<file path="config.mk">
export PLATFORM = sky130hd
export DESIGN_NAME = qbus_dma_arbiter
export DESIGN_NICKNAME = d
export VERILOG_FILES = /design/src/rtl/qbus_dma_arbiter.sv
export SDC_FILE = /design/constraint.sdc
export NUM_CORES = 1
export LEC_CHECK = 0
export ABC_AREA = 1
export BUFFER_PORTS_ARGS = -buffer_cell sky130_fd_sc_hd__buf_2
export CELL_PAD_IN_SITES_DETAIL_PLACEMENT = 1
export CELL_PAD_IN_SITES_GLOBAL_PLACEMENT = 2
export CORE_MARGIN = 2
export CORE_UTILIZATION = 31
export CTS_CLUSTER_DIAMETER = 60
export DETAILED_ROUTE_END_ITERATION = 16
export PLACE_DENSITY_LB_ADDON = 0.1
export SYNTH_ARGS = -nofsm -noshare
export SYNTH_HDL_FRONTEND = slang
export SYNTH_SLANG_ARGS = --single-unit
</file>
<file path="constraint.sdc">
create_clock -name clk -period 1.85 [get_ports clk]
set_input_delay 0.2775 -clock clk [delete_from_list [all_inputs] [get_ports clk]]
set_output_delay 0.2775 -clock clk [all_outputs]
set_load 0.05 [all_outputs]
</file>
<file path="src/rtl/qbus_dma_arbiter.sv">
// Bus-mastership arbiter for the 1801VM1 system bus: shares the bus between the CPU
// and NREQ DMA requesters via the DMR/DMGO/SACK handshake, round-robin, with offer timeout.
module qbus_dma_arbiter #(
    parameter int NREQ    = 2,
    parameter int TIMEOUT = 63
) (
    input  logic            clk,
    input  logic            reset,
    input  logic            i_ce,
    input  logic            i_cpu_bsy,
    input  logic [NREQ-1:0] i_dmr,
    input  logic [NREQ-1:0] i_sack,
    output logic [NREQ-1:0] o_dmgo,
    output logic            o_cpu_hold,
    output logic            o_dma_active,
    output logic [2:0]      o_owner,
    output logic            o_grant_err
);

    typedef enum logic [2:0] {
        IDLE,
        WAIT_CPU,
        OFFER,
        OWNED,
        RELEASE
    } state_t;

    localparam logic [2:0]      LAST_IDX  = 3'(NREQ - 1);
    localparam logic [7:0]      TIMER_TOP = 8'(TIMEOUT);
    localparam logic [NREQ-1:0] ONE_HOT0  = NREQ'(1);

    state_t          r_state;
    logic [7:0]      r_timer;
    logic [2:0]      r_rrPtr;
    logic [2:0]      r_owner;
    logic [NREQ-1:0] r_dmgo;
    logic            r_cpuHold;
    logic            r_dmaActive;
    logic            r_grantErr;

    logic [NREQ-1:0] w_ownerOh;
    logic            w_dmrOwn;
    logic            w_sackOwn;
    logic [2:0]      w_nextPtr;
    logic            w_hiFound;
    logic [2:0]      w_hiIdx;
    logic [2:0]      w_loIdx;
    logic [2:0]      w_winner;

    // Select the owner's bit with a mask so the 3-bit owner never indexes past NREQ.
    assign w_ownerOh = ONE_HOT0 << r_owner;
    assign w_dmrOwn  = |(i_dmr & w_ownerOh);
    assign w_sackOwn = |(i_sack & w_ownerOh);
    assign w_nextPtr = (r_owner >= LAST_IDX) ? 3'd0 : r_owner + 3'd1;

    // Round-robin pick: lowest request at or above rr_ptr, else lowest request overall (wrap).
    always_comb begin
        w_hiFound = 1'b0;
        w_hiIdx   = 3'd0;
        w_loIdx   = 3'd0;
        for (int i = NREQ - 1; i >= 0; i--) begin
            if (i_dmr[i]) begin
                w_loIdx = 3'(i);
                if (3'(i) >= r_rrPtr) begin
                    w_hiFound = 1'b1;
                    w_hiIdx   = 3'(i);
                end
            end
        end
        w_winner = w_hiFound ? w_hiIdx : w_loIdx;
    end

    always_ff @(posedge clk or posedge reset) begin
        if (reset) begin
            r_state     <= IDLE;
            r_timer     <= 8'd0;
            r_rrPtr     <= 3'd0;
            r_owner     <= 3'd0;
            r_dmgo      <= '0;
            r_cpuHold   <= 1'b0;
            r_dmaActive <= 1'b0;
            r_grantErr  <= 1'b0;
        end else if (i_ce) begin
            r_grantErr <= 1'b0;
            case (r_state)
                IDLE: begin
                    if (|i_dmr) begin
                        r_cpuHold <= 1'b1;
                        r_owner   <= w_winner;
                        r_state   <= WAIT_CPU;
                    end
                end
                // The CPU cycle in flight always completes; we only offer between cycles.
                WAIT_CPU: begin
                    if (!w_dmrOwn) begin
                        r_cpuHold <= 1'b0;
                        r_state   <= IDLE;
                    end else if (!i_cpu_bsy) begin
                        r_dmgo  <= w_ownerOh;
                        r_timer <= TIMER_TOP;
                        r_state <= OFFER;
                    end
                end
                OFFER: begin
                    if (w_sackOwn) begin
                        r_dmgo      <= '0;
                        r_dmaActive <= 1'b1;
                        r_state     <= OWNED;
                    end else if (!w_dmrOwn) begin
                        r_dmgo    <= '0;
                        r_cpuHold <= 1'b0;
                        r_state   <= IDLE;
                    end else if (r_timer == 8'd0) begin
                        // Skip past a dead requester so it cannot starve the others.
                        r_dmgo     <= '0;
                        r_cpuHold  <= 1'b0;
                        r_grantErr <= 1'b1;
                        r_rrPtr    <= w_nextPtr;
                        r_state    <= IDLE;
                    end else begin
                        r_timer <= r_timer - 8'd1;
                    end
                end
                OWNED: begin
                    if (!w_sackOwn) begin
                        r_dmaActive <= 1'b0;
                        r_rrPtr     <= w_nextPtr;
                        r_state     <= RELEASE;
                    end
                end
                RELEASE: begin
                    r_cpuHold <= 1'b0;
                    r_state   <= IDLE;
                end
                default: begin
                    r_dmgo      <= '0;
                    r_cpuHold   <= 1'b0;
                    r_dmaActive <= 1'b0;
                    r_state     <= IDLE;
                end
            endcase
        end
    end

    assign o_dmgo       = r_dmgo;
    assign o_cpu_hold   = r_cpuHold;
    assign o_dma_active = r_dmaActive;
    assign o_owner      = r_owner;
    assign o_grant_err  = r_grantErr;

    // Handshake invariants the CPU interface relies on.
    assert property (@(posedge clk) disable iff (reset) $onehot0(r_dmgo));
    assert property (@(posedge clk) disable iff (reset) !((|r_dmgo) && r_dmaActive));
    assert property (@(posedge clk) disable iff (reset) ((|r_dmgo) || r_dmaActive) |-> r_cpuHold);

endmodule

</file>
==> impl_metrics.yaml <==
status:
  status: "completed"
routing:
  vias: 1305
  antenna_left: 0
  drt_iter0_markers: 79
  wl_um: 3680
  via_per_inst: 4.96
  avgRoutedWirePerCell_um: 14.0
  drtPass1Iterations: 4
  drc_errors: 0
clock_network:
  cts_tree: "built"
  clock_latency_ns: 0.26
  htreeDepth: 1
  ctsResizeCount: 0
  cts_buffers: 3
  cts.clk_slew.worst_paths_ns: 0.08
  postCtsSetupRepairBufs: 0
  ctsHoldBuffers: 0
  cts.sinks: 18
  root_buffer: "clkbuf_8"
  clock_path_buffers: 2
critical_path:
  path_class: "flip-flop to flip-flop"
  crit_path_max_incr_delay_ns: 0.48
  crit_required_ns: 2.01
  critPathMaxFanout: 8
  arrival_ns: 1.82
  setup.worst_path.start_class: "flip-flop"
  slowest_stage: "dfrtp_1"
  crit_chain: "inv_2, nand2_1, nand2_2, nand2_2, nand2_2, inv_2, nor2_4, nand2_4, nand2_1, nand2_1"
  crit_path_end_kind: "flip-flop"
global_routing:
  grt_pass1_wl_um: 6270
  grt_max_degree: 19
  grt_pass1_vias: 1288
  grt-ovfl-total: 0
  antenna_found_initial: 0
  track_usage_pct: 18.6
hold_path:
  hold_class: "input port to async pin"
sta:
  fmax_mhz: 604
  setup-tns-final_ns: 0
  max_slew_margin_pct: 51.9
  period_share_pct: 89.5
  final.min_clock_period_ns: 1.66
  maxSlewViolCount: 0
  hold_violations: 0
  skew_ns: 0.00308
  setup_viol: 0
  tightest_slew_ns: 0.720
  rsz0062_at_grt: "no"
synthesis:
  ys_ff_latch: 18
  yosysWarnings: 0
  syn_avg_cell_area_sq_um: 6.45
  syn-cell-area_sq_mm: 0.00126
  synthCells: 196
  ys_seq_area_share_pct: 35.6
  synth_cell_type_count: 23
layout:
  utilization_pct: 36.4
  drive_gt1_share_pct: 15.5
  n_antenna_cell: 0
  nets: 224
  syn_to_final_growth_pct: 14.1
job:
  drv_cap: 0
floorplanning:
  num_rows: 23
  start_util_pct: 31.9
  dieArea_sq_mm: 0.00461
  die_x_um: 67.9
  core-area_sq_mm: 0.00397
  dieHeight_um: 67.9
  ios: 16
place:
  hpwl_um: 2960
  port_buffers: 13
  place.gp.congestion: 0.826
pwr:
  leakagePower_nw: 0.794
  peakVddDrop_mv: 0.484
  powerDensity_mw_per_mm2: 1690
-- routing by layer --
metal / vias to the layer above / routed length [um] / share of wire (%) / GRT usage, %
met1: 626 / 1910 / 52 / 27.9
met4: 0 / 51 / 1.4 / 6.00
met2: 27 / 1600 / 44 / 27.5
met3: 5 / 118 / 3.2 / 2.47
met5: - / 0 / 0 / 0
li1: 647 / - / - / -
-- per-stage QoR --
step	total power [mW]	setup WS, ns	hold WS (ns)	cell area [sq um]	std cells
after floorplan	1.73	0.215	0.216	1270	197
after global placement	2.06	0.241	0.421	1390	259
after detailed placement	2.10	0.200	0.434	1390	259
after CTS	2.45	0.185	0.148	1440	263
after global routing	2.68	0.0258	0.172	1440	263
final	2.43	0.194	0.119	1440	263
-- kinds of logic (layout without fill, tap and decap cells) --
group / after synthesis / count (layout) / synth area share, %
xor gates and xnor gates: 1 / 1 / 0.693
other: 1 / 2 / 0.296
DFF: 18 / 18 / 35.6
buffers and inverters: 27 / 43 / 8.90
adders and majority gates: 2 / 2 / 1.98
and+or+nand+nor: 138 / 138 / 48.3
AOI/OAI and AO/OA: 9 / 9 / 4.25
-- critical path, delay by kind of cell (launching register included) --
kind          cells  cell delay, ns
simple gates      8            0.84
buf+inv           2            0.22
flops             1            0.48
-- flip-flops by register name (all words and copies together) (netlist names) --
signal and flops:
o_cpu_hold 1, o_dma_active 1, o_dmgo 2, o_grant_err 1, o_owner 1, r_rrPtr 1
r_state 3, r_timer 8
-- cell type report --
| cell class | count | area, sq um |
|---|---|---|
| Multi-Input combinational cell | 152 | 706 |
| Sequential cell | 18 | 450 |
| Fill cell | 551 | 2530 |
| Clock buffer | 4 | 55.1 |
| Inverter | 24 | 90.1 |
| Tap cell | 50 | 62.6 |
| Timing Repair Buffer | 15 | 80.1 |
-- synth_stat cells (all sizes together) --
cell type | number | area share (%)
ha | 2 | 2.0
nand4 | 7 | 3.5
a21oi | 3 | 1.2
o21ai | 4 | 1.9
inv | 24 | 7.1
nand2 | 79 | 25
nor2 | 25 | 8.2
o31ai | 1 | 0.59
xnor2 | 1 | 0.69
dfrtp | 18 | 36
conb | 1 | 0.30
nand3 | 25 | 11
o211ai | 1 | 0.59
nor3 | 1 | 0.40
buf | 3 | 1.8
or2 | 1 | 0.49
-- where the power goes --
part / total, mW / switching, mW / internal, mW
Sequential: 0.736 / 0.182 / 0.554
Combinational: 1.35 / 0.961 / 0.392
Clock: 0.344 / 0.154 / 0.190
Total: 2.43 / 1.30 / 1.14
-- placed cells by master (no fill, tap or decap), drive strengths merged --
cell	instances
a21oi	3
buf	15
clkbuf	4
conb	2
dfrtp	18
ha	2
inv	24
nand2	79
nand3	25
nand4	7
nor2	25
nor3	1
o211ai	1
o21ai	4
o31ai	1
or2	1
xnor2	1
-- final timing paths --
check	from	to	cells after the start	slack, ns
min reg2reg	o_dmgo[1]	o_dmgo[1]	2	0.48
max in group asynchronous	reset	r_timer[2]	2	1.28
min in group clk	i_dmr[1]	o_owner[0]	3	0.31
min	reset	o_dmgo[1]	2	0.12
max	o_owner[0]	r_timer[7]	10	0.19
max reg2reg	o_owner[0]	r_timer[7]	10	0.19
Power figures use the tool's default switching activity.
